--- src/rtl/spawn_pkg.sv ---
// Shared types and constants for the spawn generator: FSM states, LFSR
// polynomial, LFSR field positions and the seed fallback.
package spawn_pkg;

   typedef enum logic [1:0] {
      WAIT  = 2'd0,
      DRAW  = 2'd1,
      OFFER = 2'd2
   } state_t;

   localparam int                LFSR_W        = 24;
   localparam logic [LFSR_W-1:0] LFSR_MASK     = 24'hE10000;
   localparam logic [LFSR_W-1:0] SEED_FALLBACK = 24'hACE1;

   localparam int CH_LSB      = 10;
   localparam int CH_MSB      = 14;
   localparam int SPD_LSB     = 15;
   localparam int SPD_MSB     = 18;
   localparam int CH_FIELD_W  = CH_MSB - CH_LSB + 1;
   localparam int SPD_FIELD_W = SPD_MSB - SPD_LSB + 1;

   // An all-zero seed would lock a Galois LFSR at zero forever.
   function automatic logic [LFSR_W-1:0] safe_seed(input logic [LFSR_W-1:0] s);
      return (s == '0) ? SEED_FALLBACK : s;
   endfunction

   function automatic logic [LFSR_W-1:0] lfsr_step(input logic [LFSR_W-1:0] s);
      return s[0] ? ((s >> 1) ^ LFSR_MASK) : (s >> 1);
   endfunction

endpackage

--- src/rtl/lfsr24.sv ---
// Free-running 24-bit Galois LFSR; loads the seed while reset is held and
// advances once per clock otherwise.
module lfsr24
   import spawn_pkg::*;
(
   input  logic              clk,
   input  logic              rst_n,
   input  logic [LFSR_W-1:0] seed,
   output logic [LFSR_W-1:0] q
);

   // NOTE: registers are written with non-blocking assignments so every flop
   // samples the pre-edge value of its neighbours.
   always_ff @(posedge clk) begin
      if (!rst_n) q <= seed;
      else        q <= lfsr_step(q);
   end

endmodule

--- src/rtl/spawn_generator.sv ---
// Spawn-record source: level-scaled interval timer, bounded rejection sampler
// and valid/ready offer. Optional macro GEN_NO_REPEAT_EN blocks repeated chars.
module spawn_generator
   import spawn_pkg::*;
#(
   parameter int                SCREEN_W      = 640,
   parameter int                Y_W           = 10,
   parameter int                X_W           = 9,
   parameter int                CH_BASE       = 97,
   parameter int                CH_RANGE      = 26,
   parameter int                BASE_INTERVAL = 50_000_000,
   parameter int                MAX_TRIES     = 4,
   parameter logic [LFSR_W-1:0] SEED          = 24'h5A5A5A
) (
   input  logic           clk,
   input  logic           rst_n,
   input  logic           enable,
   input  logic [2:0]     level,
   output logic           spawn_valid,
   input  logic           spawn_ready,
   output logic [7:0]     ch,
   output logic [3:0]     speed,
   output logic [X_W-1:0] x,
   output logic [Y_W-1:0] y
);

   localparam int                   TIMER_W  = $clog2(BASE_INTERVAL + 1);
   localparam int                   ATT_W    = (MAX_TRIES > 1) ? $clog2(MAX_TRIES) : 1;
   localparam logic [TIMER_W-1:0]   BASE_T   = TIMER_W'(BASE_INTERVAL);
   localparam logic [ATT_W-1:0]     LAST_ATT = ATT_W'(MAX_TRIES - 1);
   localparam logic [Y_W:0]         Y_LIM    = (Y_W + 1)'(SCREEN_W);
   localparam logic [CH_FIELD_W:0]  CH_LIM   = (CH_FIELD_W + 1)'(CH_RANGE);
   localparam logic [7:0]           CH_BASE8 = 8'(CH_BASE);
   localparam logic [LFSR_W-1:0]    SEED_EFF = safe_seed(SEED);

   state_t                 state;
   logic [TIMER_W-1:0]     timer;
   logic [TIMER_W-1:0]     reload;
   logic [ATT_W-1:0]       attempt;
   logic [LFSR_W-1:0]      lfsr_q;
   logic [Y_W-1:0]         ycand;
   logic [Y_W-1:0]         y_fold;
   logic [CH_FIELD_W-1:0]  chcand;
   logic [CH_FIELD_W-1:0]  chidx_draw;
   logic [CH_FIELD_W-1:0]  chidx_sel;
   logic [SPD_FIELD_W-1:0] sraw;
   logic [SPD_FIELD_W-1:0] speed_next;
   logic                   accept;
   logic                   unused_lfsr_bits;

   lfsr24 u_lfsr (
      .clk   (clk),
      .rst_n (rst_n),
      .seed  (SEED_EFF),
      .q     (lfsr_q)
   );

   assign ycand            = lfsr_q[Y_W-1:0];
   assign chcand           = lfsr_q[CH_MSB:CH_LSB];
   assign sraw             = lfsr_q[SPD_MSB:SPD_LSB];
   assign unused_lfsr_bits = ^lfsr_q[LFSR_W-1:SPD_MSB+1];
   assign x                = '0;

   // The final attempt is taken unconditionally; folding then pulls it in range.
   assign accept = (({1'b0, ycand} < Y_LIM) && ({1'b0, chcand} < CH_LIM))
                 || (attempt == LAST_ATT);

   always_comb begin : fold_p
      logic [Y_W:0]        yv;
      logic [CH_FIELD_W:0] cv;
      // NOTE: each variable is given a value before any branch, so no path
      // can leave it holding state and infer a latch.
      yv = {1'b0, ycand};
      if (yv >= Y_LIM) yv = yv - Y_LIM;
      if (yv >= Y_LIM) yv = yv - Y_LIM;
      y_fold = yv[Y_W-1:0];
      cv = {1'b0, chcand};
      for (int i = 0; i < (1 << CH_FIELD_W); i++) begin
         if (cv >= CH_LIM) cv = cv - CH_LIM;
      end
      chidx_draw = cv[CH_FIELD_W-1:0];
   end

   always_comb begin : speed_p
      logic [SPD_FIELD_W:0] floor_v;
      logic [SPD_FIELD_W:0] raw_v;
      logic [SPD_FIELD_W:0] pick;
      floor_v    = (SPD_FIELD_W + 1)'(level) + (SPD_FIELD_W + 1)'(1);
      raw_v      = {1'b0, sraw};
      pick       = (raw_v > floor_v) ? raw_v : floor_v;
      speed_next = pick[SPD_FIELD_W] ? '1 : pick[SPD_FIELD_W-1:0];
   end

   // Interval is max(BASE >> level, 1); the timer counts interval-1 down to 0.
   always_comb begin : reload_p
      logic [TIMER_W-1:0] shifted;
      shifted = BASE_T >> level;
      reload  = (shifted == '0) ? '0 : shifted - TIMER_W'(1);
   end

`ifdef GEN_NO_REPEAT_EN
   localparam logic [CH_FIELD_W-1:0] CH_TOP = CH_FIELD_W'(CH_RANGE - 1);

   logic [CH_FIELD_W-1:0] last_chidx;
   logic [CH_FIELD_W-1:0] chidx_q;

   always_comb begin
      chidx_sel = chidx_draw;
      if ((CH_RANGE > 1) && (chidx_draw == last_chidx))
         chidx_sel = (chidx_draw == CH_TOP) ? '0 : chidx_draw + CH_FIELD_W'(1);
   end

   // History only advances on a completed handshake; a dropped offer never counts.
   always_ff @(posedge clk) begin
      if (!rst_n) begin
         last_chidx <= CH_TOP;
         chidx_q    <= '0;
      end else begin
         if (state == DRAW && accept)        chidx_q    <= chidx_sel;
         if (state == OFFER && spawn_ready)  last_chidx <= chidx_q;
      end
   end
`else
   assign chidx_sel = chidx_draw;
`endif

   always_ff @(posedge clk) begin
      if (!rst_n) begin
         state       <= WAIT;
         timer       <= BASE_T - TIMER_W'(1);
         attempt     <= '0;
         spawn_valid <= 1'b0;
         ch          <= CH_BASE8;
         speed       <= 4'd1;
         y           <= '0;
      end else begin
         case (state)
            WAIT: begin
               if (enable) begin
                  if (timer == '0) state <= DRAW;
                  else             timer <= timer - TIMER_W'(1);
               end
            end
            DRAW: begin
               if (accept) begin
                  attempt     <= '0;
                  ch          <= CH_BASE8 + 8'(chidx_sel);
                  speed       <= speed_next;
                  y           <= y_fold;
                  spawn_valid <= 1'b1;
                  state       <= OFFER;
               end else begin
                  attempt <= attempt + ATT_W'(1);
               end
            end
            OFFER: begin
               if (spawn_ready) begin
                  spawn_valid <= 1'b0;
                  timer       <= reload;
                  state       <= WAIT;
               end
            end
            default: state <= WAIT;
         endcase
      end
   end

endmodule
--- config.mk ---
export PLATFORM = sky130hd
export DESIGN_NAME = spawn_generator
export DESIGN_NICKNAME = d
export VERILOG_FILES = /design/src/rtl/spawn_pkg.sv /design/src/rtl/lfsr24.sv /design/src/rtl/spawn_generator.sv
export SDC_FILE = /design/constraint.sdc
export NUM_CORES = 1
export LEC_CHECK = 0
export CAP_MARGIN = 30
export CORE_ASPECT_RATIO = 1.1
export CORE_MARGIN = 5
export CORE_UTILIZATION = 55
export DETAILED_ROUTE_END_ITERATION = 7
export GPL_ROUTABILITY_DRIVEN = 0
export MAX_ROUTING_LAYER = met4
export PLACE_DENSITY = 0.83
export SLEW_MARGIN = 20
export SYNTH_ARGS = -nofsm -noshare
export SYNTH_HDL_FRONTEND = slang
export SYNTH_SLANG_ARGS = --single-unit
--- constraint.sdc ---
create_clock -name clk -period 66.9 [get_ports clk]
set_input_delay 6.69 -clock clk [delete_from_list [all_inputs] [get_ports clk]]
set_output_delay 6.69 -clock clk [all_outputs]
set_load 0.02 [all_outputs]
==> metrics.yaml, run 1 <==
rsz0062_at_grt: "false"
worst-path-max-fanout: 12
num_io_pins: 39
holdPathEnd: "u_lfsr.q[20]"
syn_inst: 1058
synth-xor-area-share_pct: 2.71
max_freq_mhz: 40.3
syn_area_sq_um: 7760
min_from: "u_lfsr.q[21]"
yosys-mux-area-fraction_pct: 3.82
core_area_sq_um: 13900
cts_made_buffers: 9
hold_class: "flop to flop"
crit_required_ns: 67.11
drt-initial-drc-count: 559
p_per_area_nw_per_um2: 19.6
holdPathStages: 1
post_cts_buffers: 0
post-route-util_pct: 60.6
whs_ns: 0.413
grt_pass1_vias: 6953
setup_viol: 0
dp_hpwl_microns: 13200
p_leak_nw: 3.34
outcome: "finished, final reports clean"
cts_hold_buffers: 0
areaGrowthSynthToFinish_pct: 8.17
die-area_sq_um: 16600
final_cells: 1248
relSlewSlack_pct: 50.9
startpoint_type: "flop"
grt_pass1_wl_microns: 30800
portBuffers: 29
grt_util_all_layers_pct: 21.9
final_cell_mix: "136 x nand2_1, 83 x nor2_1, 79 x a21oi_1"
clock-sinks: 77
ys_ff_latch: 77
diodes: 0
vdd_drop_max_mv: 0.0155
crit_path_frequent_cell: "ha_1"
rows: 45
antenna_found_initial: 0
dp.cells: 1232
min_period_ns: 24.79
fin_skew_ns: 0.00727
r2r-start: "u_lfsr.q[11]"
fp.dieW_microns: 123
die_h_microns: 135
synth_adder_area_share_pct: 8.54
finalCritPeriodShare_pct: 37.1
start_util_pct: 56.0
drive_above_1_share_pct: 7.92
synthSimpleGateAreaFrac_pct: 27.6
r2r_end: "ch[4]"
synth_top_flop_cell: "dfxtp_1"
cts_resized: 0
layout_commonest_cell: "nand2_1"
cts_buffer_depth: 2
synth_cell_types: 106
first_pass_iters: 7
cts-root-buf: "clkbuf_16"
clock_latency_ns: 0.33
slowest_stage: "o311ai_0"
drc: 0
slew_viol_final: 0
maxCapViolCount: 0
async_flop_share_pct: 0
r2r_slack_ns: 42.11
crit_arrival_ns: 25.00
synth_top_family_by_area: "compound AO/OA/AOI/OAI gates"
htreeDepth: 3
max_stage_delay_ns: 0.64
avgSynthCellArea_sq_um: 7.34
synth-seq-area-share_pct: 19.9
grt_max_degree: 80
routed_wl_microns: 17800
yosysWarnings: 0
worstMarginPinSlew_ns: 0.727
synth_edf_count: 0
viasPerCell: 6.14
ant_nets: 0
final_nets: 1116
cts_tree: "done"
hold_violations: 0
synth_compound_area_share_pct: 30.9
grt_remaining_overflow: 0
crit_type: "flop to flop"
clk_pin_slew_ns: 0.06
cp-end-kind: "flop"
wire_per_inst_microns: 14.3
vias: 7666
fin_setup_tns_ns: 0
power_uw: 164
rr_worst_depth: 114
[kinds of logic after synthesis]
logic type,after synthesis
AND/OR/NAND/NOR,419
AO/OA/AOI/OAI,340
buffers and inverters,119
flip-flops,77
adder cells (fa/ha/maj),53
multiplexers,25
XOR/XNOR,24
other,1
[stage by stage]
stage               worst slack (ns)  area, sq um
floorplan                      45.38         7790
global placement               43.09         8090
detailed placement             42.65         8100
CTS                            42.52         8390
global route                   40.03         8400
finish                         42.11         8400
[worst max-delay path by stage]
stage,cells after the start,startpoint,to
6_report,114,u_lfsr.q[11],ch[4]
5_1_grt,115,u_lfsr.q[11],ch[4]
4_1_cts,115,u_lfsr.q[11],ch[4]
3_5_place_dp,115,u_lfsr.q[11],ch[4]
3_3_place_gp,113,u_lfsr.q[11],ch[4]
2_1_floorplan,118,u_lfsr.q[12],ch[4]
[synth_stat cells (4+ instances only)]
| library cell | number | area (sq um) |
|---|---|---|
| nor3b_1 | 10 | 75.1 |
| o221a_2 | 4 | 45.0 |
| o21ai_0 | 62 | 310 |
| mux2_2 | 8 | 90.1 |
| nand3_1 | 16 | 80.1 |
| inv_1 | 58 | 218 |
| a211oi_1 | 7 | 52.6 |
| a21oi_1 | 79 | 395 |
| nand2b_1 | 28 | 175 |
| xnor2_1 | 18 | 158 |
| nand4_1 | 10 | 62.6 |
| buf_1 | 5 | 18.8 |
| nor3_1 | 31 | 155 |
| o311ai_0 | 4 | 35.0 |
| o2111ai_1 | 5 | 43.8 |
| nor2b_1 | 10 | 62.6 |
| ha_1 | 53 | 663 |
| a41oi_1 | 6 | 52.6 |
| xor2_1 | 6 | 52.6 |
| dfxtp_1 | 77 | 1540 |
| clkbuf_1 | 34 | 128 |
| or4_1 | 4 | 30.0 |
| a211o_1 | 9 | 78.8 |
| or2_2 | 4 | 25.0 |
| mux2i_1 | 12 | 120 |
| a21o_1 | 19 | 143 |
| nand2_1 | 136 | 510 |
| and3_1 | 6 | 37.5 |
| nand4b_1 | 4 | 35.0 |
| o21a_1 | 9 | 67.6 |
| and2_1 | 26 | 163 |
| o22ai_1 | 12 | 75.1 |
| a31o_2 | 6 | 52.6 |
| nor4_1 | 13 | 81.3 |
| buf_4 | 10 | 75.1 |
| o31ai_1 | 4 | 30.0 |
| buf_2 | 8 | 40.0 |
| o211ai_1 | 18 | 135 |
| a21boi_0 | 12 | 90.1 |
| or3_1 | 10 | 62.6 |
| a31oi_1 | 18 | 113 |
| o211a_1 | 6 | 60.1 |
| nor2_1 | 83 | 312 |
[power breakdown]
part	total [mW]	switching, mW	internal [mW]
sequential	0.0482	0.00116	0.0471
clock	0.0473	0.0186	0.0286
combinational	0.0687	0.0427	0.0260
[registers in the layout (all words and copies together), names as in the netlist]
name and cells:
state 2, spawn_valid 1, ch 8, y 10
attempt 2, speed 4, timer 26, u_lfsr.q 24
[critical path: cells and delay by family (launching register included)]
family	cells	cell delay, ns
and+or+nand+nor	44	8.23
AOI/OAI and AO/OA	34	7.44
adders and majority gates	22	5.79
muxes	8	1.84
DFF	1	0.55
buffers and inverters	4	0.49
xor gates and xnor gates	2	0.29
[cell type report]
cell class	instances	area [sq um]
multi-input combinational	870	5750
fill	1233	5450
sequential	77	1540
timing repair buffer	37	350
tap	188	235
inverter	61	229
clock buffer	9	225
clock inverter	6	63.8
[layer usage]
metal	GRT usage, %	wire, microns	vias to the layer above
met5	-	0	-
li1	-	-	3869
met3	2.35	652	22
met1	28.0	8210	3592
met2	37.1	8730	183
met4	5.17	197	0
Note: power is estimated with default switching activity, not from simulation.
==> inputs of run 2 (changes only) <==
==> constraint.sdc (replaced) <==
create_clock -name clk -period 24.5 [get_ports clk]
set_input_delay 2.45 -clock clk [delete_from_list [all_inputs] [get_ports clk]]
set_output_delay 2.45 -clock clk [all_outputs]
set_load 0.02 [all_outputs]
==> run 2 against run 1 <==
Non-clock buffer count rose by 12; via count grew 1.5%; setup slack got worse by 41 ns; clock-buffer cell count grew 1; register-to-register slack worse by 41 ns; critical path type unchanged; global-route usage is 0.69 points higher; routed wire length up 5.9%.
==> metrics.yaml, run 2 (same netlist as run 1, synthesis figures left out) <==
outcome: "finished, final reports clean"
grt_pass1_vias: 7135  # +2.6%
grt_remaining_overflow: 0  # unchanged
post-place-ws_ns: 0.128  # -42.53 ns
p_clk_share_pct: 28.7  # about the same
clock_latency_ns: 0.34  # about the same
vdd_drop_max_mv: 0.0410  # +160%
cts_buffer_depth: 2  # unchanged
max_freq_mhz: 43.1  # +6.8%
core_area_sq_um: 13900  # unchanged
power.switching_uw: 183  # +190%
cp-end-kind: "flop"
setup_viol: 0  # unchanged
min_period_ns: 23.20  # -1.59 ns
num_io_pins: 39  # unchanged
power_frac_comb_pct: 43.3  # +1.5 points
antenna_found_initial: 0  # unchanged
largest_register_ffs: 26  # unchanged
slowest_stage: "or4_1"
drt-initial-drc-count: 660  # +18%
final_nets: 1128  # +1.1%
dp.cells: 1231  # -0.081%
power_uw: 471  # +190%
top_regs: "timer: 26 flops, u_lfsr.q: 24 flops, y: 10 flops"
wire_per_inst_microns: 14.9  # +4.8%
fp.dieW_microns: 123  # unchanged
start_util_pct: 56.0  # unchanged
r2r_slack_ns: 1.30  # -40.81 ns
maxCapViolCount: 0  # unchanged
grt_util_all_layers_pct: 22.6  # +0.69 points
grt_pass1_wl_microns: 31400  # +2.0%
p_per_area_nw_per_um2: 54.0  # +180%
startpoint_type: "flop"
vias: 7783  # +1.5%
crit_path_frequent_cell: "ha_1"
die_h_microns: 135  # unchanged
netSwitchingFraction_pct: 39.0  # +0.91 points
clk_pin_slew_ns: 0.06  # about the same
met2_usage_pct: 38.1  # +1.1 points
holdPathStages: 1  # unchanged
diodes: 0  # unchanged
max_stage_delay_ns: 0.55  # -0.09 ns
post-route-util_pct: 62.9  # +2.3 points
grt_max_degree: 80  # unchanged
multi_input_area_sq_um: 5960  # +3.6%
cts_tree: "done"
clock-sinks: 77  # unchanged
r2r-start: "u_lfsr.q[12]"
relSlewSlack_pct: 52.6  # +1.7 points
portBuffers: 29  # unchanged
seq_power_share_pct: 28.0  # -1.4 points
fill_cells: 1213  # -1.6%
rows: 45  # unchanged
register_area_sq_um: 1550  # +0.32%
drc: 0  # unchanged
final_cell_mix: "134 x nand2_1, 79 x a21oi_1, 77 x nor2_1"
whs_ns: 0.414  # +0.000955 ns
dp_hpwl_microns: 13300  # +1.2%
fin_area_sq_um: 8720  # +3.8%
cts_hold_buffers: 0  # unchanged
drive_above_1_share_pct: 12.0  # +4.1 points
rr_worst_depth: 117  # +2.6%
crit_required_ns: 24.72  # -42.39 ns
min_from: "u_lfsr.q[21]"
hold_violations: 0  # unchanged
crit_buf_inv: 6  # +2
placed_cell_area_sq_um: 8100  # about the same
worst-path-max-fanout: 8  # -4
top_register: "timer"
cts-root-buf: "clkbuf_16"
htreeDepth: 3  # unchanged
slew_viol_final: 0  # unchanged
viasPerCell: 6.17  # +0.48%
ant_nets: 0  # unchanged
worstMarginPinSlew_ns: 0.706  # -0.0216 ns
holdPathEnd: "u_lfsr.q[20]"
grt_use_met1_pct: 27.9  # -0.037 points
r2r_end: "ch[4]"
fin_skew_ns: 0.00898  # +0.00171 ns
cts_made_buffers: 9  # unchanged
final_cells: 1261  # +1.0%
met3_usage_pct: 2.97  # +0.63 points
first_pass_iters: 6  # -1
routed_wl_microns: 18800  # +5.9%
timing.final.ws_setup_ns: 1.30  # -40.81 ns
p_int_uw: 287  # +180%
layout_commonest_cell: "nand2_1"
crit_type: "flop to flop"
die-area_sq_um: 16600  # unchanged
gr-max-usage-layer: "met2"
finalCritPeriodShare_pct: 94.7  # +58 points
fin_setup_tns_ns: 0  # unchanged
areaGrowthSynthToFinish_pct: 12.3
p_leak_nw: 3.43  # +2.8%
critPathTopFamily: "adder cells"
hold_class: "flop to flop"
crit_arrival_ns: 23.43  # -1.57 ns
==> run 2: repair_timing <==
action                     4_1_cts  5_1_grt
buffers inserted                 0       12
resized for setup                1       53
pin swaps                        0       10
setup endpoints to repair        1        4
==> run 2: power groups by stage <==
| stage | Clock [mW] | Combinational [mW] | Sequential, mW |
|---|---|---|---|
| after global routing | 0.143 | 0.227 | 0.132 |
| final | 0.135 | 0.204 | 0.132 |
| after CTS | 0.137 | 0.186 | 0.132 |
| after global placement | 0 | 0.180 | 0.134 |
| after floorplan | 0 | 0.153 | 0.133 |
| after detailed placement | 0 | 0.184 | 0.134 |
==> run 2: worst max path at each step <==
stage | end | slack, ns | depth (start not counted) | start
floorplan | ch[4] | 2.98 | 118 | u_lfsr.q[12]
global placement | ch[4] | 0.74 | 115 | u_lfsr.q[11]
detailed placement | ch[4] | 0.13 | 115 | u_lfsr.q[11]
CTS | ch[4] | 0.18 | 115 | u_lfsr.q[11]
global route | ch[4] | -0.10 | 118 | u_lfsr.q[12]
finish | ch[4] | 1.30 | 117 | u_lfsr.q[12]
==> run 2: layout make-up <==
type,instances,area share (%)
sequential,77,17.7
multi-input combinational,870,68.3
clock inverter,6,0.818
timing repair buffer,49,5.14
inverter,61,2.63
tap,188,2.70
clock buffer,10,2.63
==> run 2: layer usage <==
metal,wire (microns),up-vias
met5,0,-
met4,351,0
met3,665,34
met2,9300,202
met1,8530,3654
li1,-,3893
==> run 2: worst reg2reg max path: cells and delay by family (launching register included) <==
| kind | cells | cell delay [ns] |
|---|---|---|
| flip-flops | 1 | 0.39 |
| AO/OA/AOI/OAI | 40 | 7.16 |
| AND/OR/NAND/NOR | 39 | 6.20 |
| adder cells (fa/ha/maj) | 26 | 7.33 |
| buffers and inverters | 6 | 0.51 |
| multiplexers | 6 | 1.48 |
==> inputs of run 3 (changes only) <==
--- a/config.mk
+++ b/config.mk
@@ -11,6 +11,7 @@
 export CORE_UTILIZATION = 55
 export DETAILED_ROUTE_END_ITERATION = 7
 export GPL_ROUTABILITY_DRIVEN = 0
+export GPL_TIMING_DRIVEN = 0
 export MAX_ROUTING_LAYER = met4
 export PLACE_DENSITY = 0.83
 export SLEW_MARGIN = 20
==> run 3 against run 2 <==
Routed wire length up 11%; sequential power about the same; clock-buffer cell count unchanged; setup slack worse by 0.012 ns; die area did not move; sequential cell count is the same; power grew 1.9%; combinational power grew 4%; worst hold slack lost 0.0049 ns; final cell count increased by 4.4%; cell area rose by 3.5%.
==> metrics.yaml, run 3 (same netlist as run 1, synthesis figures left out) <==
outcome: "finished, final reports clean"
fin_area_sq_um: 9020  # +3.5%
final_cell_mix: "131 x nand2_1, 78 x a21oi_1, 76 x nor2_1, 76 x dfxtp_1, 58 x inv_1"
drive_above_1_share_pct: 13.5  # +1.4 points
setup_viol: 0  # unchanged
grt_max_degree: 15  # -81%
die_h_microns: 135  # unchanged
rows: 45  # unchanged
cp-end-kind: "flop"
htreeDepth: 3  # unchanged
worstMarginPinSlew_ns: 0.777  # +0.0709 ns
maxCapViolCount: 0  # unchanged
whs_ns: 0.409  # -0.00491 ns
crit_arrival_ns: 23.42  # about the same
portBuffers: 29  # unchanged
cts_tree: "done"
met2_usage_pct: 42.1  # +4.0 points
worst-path-max-fanout: 8  # unchanged
diodes: 0  # unchanged
drt-initial-drc-count: 725  # +9.8%
crit_path_frequent_cell: "ha_1"
grt_remaining_overflow: 0  # unchanged
top_regs: "timer: 26 flops, u_lfsr.q: 24 flops, y: 10 flops"
r2r_slack_ns: 1.29  # about the same
max_freq_mhz: 43.1  # about the same
first_pass_iters: 7  # +1
clock-sinks: 77  # unchanged
min_period_ns: 23.21  # +0.0123 ns
fill_cells: 1158  # -4.5%
met3_usage_pct: 3.56  # +0.59 points
final_cells: 1317  # +4.4%
dp_hpwl_microns: 15200  # +14%
routed_wl_microns: 21000  # +11%
finalCritPeriodShare_pct: 94.7  # about the same
grt_use_met1_pct: 30.3  # +2.4 points
gr-max-usage-layer: "met2"
max_stage_delay_ns: 0.57  # +0.02 ns
crit_type: "flop to flop"
cts-root-buf: "clkbuf_16"
layout_commonest_cell: "nand2_1"
p_per_area_nw_per_um2: 53.2  # -1.6%
grt_pass1_wl_microns: 34200  # +8.6%
clock_latency_ns: 0.34  # about the same
slowest_stage: "or4_4"
grt_pass1_vias: 7570  # +6.1%
viasPerCell: 6.23  # +1.0%
die-area_sq_um: 16600  # unchanged
relSlewSlack_pct: 47.8  # -4.8 points
wire_per_inst_microns: 15.9  # +6.4%
fin_skew_ns: 0.0100  # +0.00105 ns
vias: 8211  # +5.5%
startpoint_type: "flop"
grt_util_all_layers_pct: 24.9  # +2.3 points
fp.dieW_microns: 123  # unchanged
placed_cell_area_sq_um: 8320  # +2.8%
top_register: "timer"
areaGrowthSynthToFinish_pct: 16.2
post-route-util_pct: 65.1  # +2.2 points
p_leak_nw: 3.58  # +4.4%
largest_register_ffs: 26  # unchanged
num_io_pins: 39  # unchanged
hold_violations: 0  # unchanged
vdd_drop_max_mv: 0.0365  # -11%
crit_required_ns: 24.71  # about the same
cts_made_buffers: 9  # unchanged
cts_hold_buffers: 0  # unchanged
start_util_pct: 56.0  # unchanged
final_nets: 1184  # +5.0%
dp.cells: 1283  # +4.2%
ant_nets: 0  # unchanged
hold_class: "flop to flop"
cts_buffer_depth: 2  # unchanged
antenna_found_initial: 0  # unchanged
slew_viol_final: 0  # unchanged
core_area_sq_um: 13900  # unchanged
clk_pin_slew_ns: 0.07  # about the same
fin_setup_tns_ns: 0  # unchanged
drc: 0  # unchanged
-- run 3: worst max-delay path, delay by kind of cell, from the launching register on --
| kind | cells | cell delay (ns) |
|---|---|---|
| compound gates | 34 | 6.16 |
| fa+ha+maj | 24 | 6.62 |
| simple gates | 41 | 6.57 |
| flops | 1 | 0.38 |
| xor+xnor | 2 | 0.30 |
| mux | 8 | 2.15 |
| buf+inv | 8 | 0.88 |
-- run 3: routing by layer --
layer	wire length, microns	part of all wire (%)
met5	0	0
met4	435	2.1
met1	8920	43
met3	1150	5.5
met2	10500	50
-- run 3: worst paths after layout --
| kind | from | end | cells past startpoint |
|---|---|---|---|
| max | u_lfsr.q[12] | ch[4] | 117 |
| min | u_lfsr.q[21] | u_lfsr.q[20] | 1 |
| max reg2reg | u_lfsr.q[12] | ch[4] | 117 |
| min reg2reg | u_lfsr.q[21] | u_lfsr.q[20] | 1 |
-- run 3: final cells by class --
cell class                 count  area [sq um]  share of cell area [%]
multi-input combinational    870          6000                    66.6
sequential                    77          1550                    17.1
timing repair buffer          49           438                    4.86
buffer                        56           268                    2.97
tap                          188           235                    2.61
clock buffer                  10           229                    2.54
inverter                      61           229                    2.54
clock inverter                 6          72.6                   0.805
-- run 3: timing repair --
action	CTS	global route
pin swaps	0	14
setup buffers	0	19
resized for setup	1	61
endpoints found under the setup margin	2	4
-- run 3: report_power, final --
group / leakage (nW) / internal, mW / total, mW / switching [mW]
sequential: 0.629 / 0.128 / 0.131 / 0.00237
clock: 0.143 / 0.0798 / 0.136 / 0.0558
combinational: 2.81 / 0.0831 / 0.213 / 0.130
-- run 3: metrics by stage --
stage               total power, mW  setup WS (ns)
finish                        0.479           1.29
global route                  0.510         -0.246
CTS                           0.457         0.0346
detailed placement            0.323        -0.0177
global placement              0.319          0.351
floorplan                     0.286           2.98
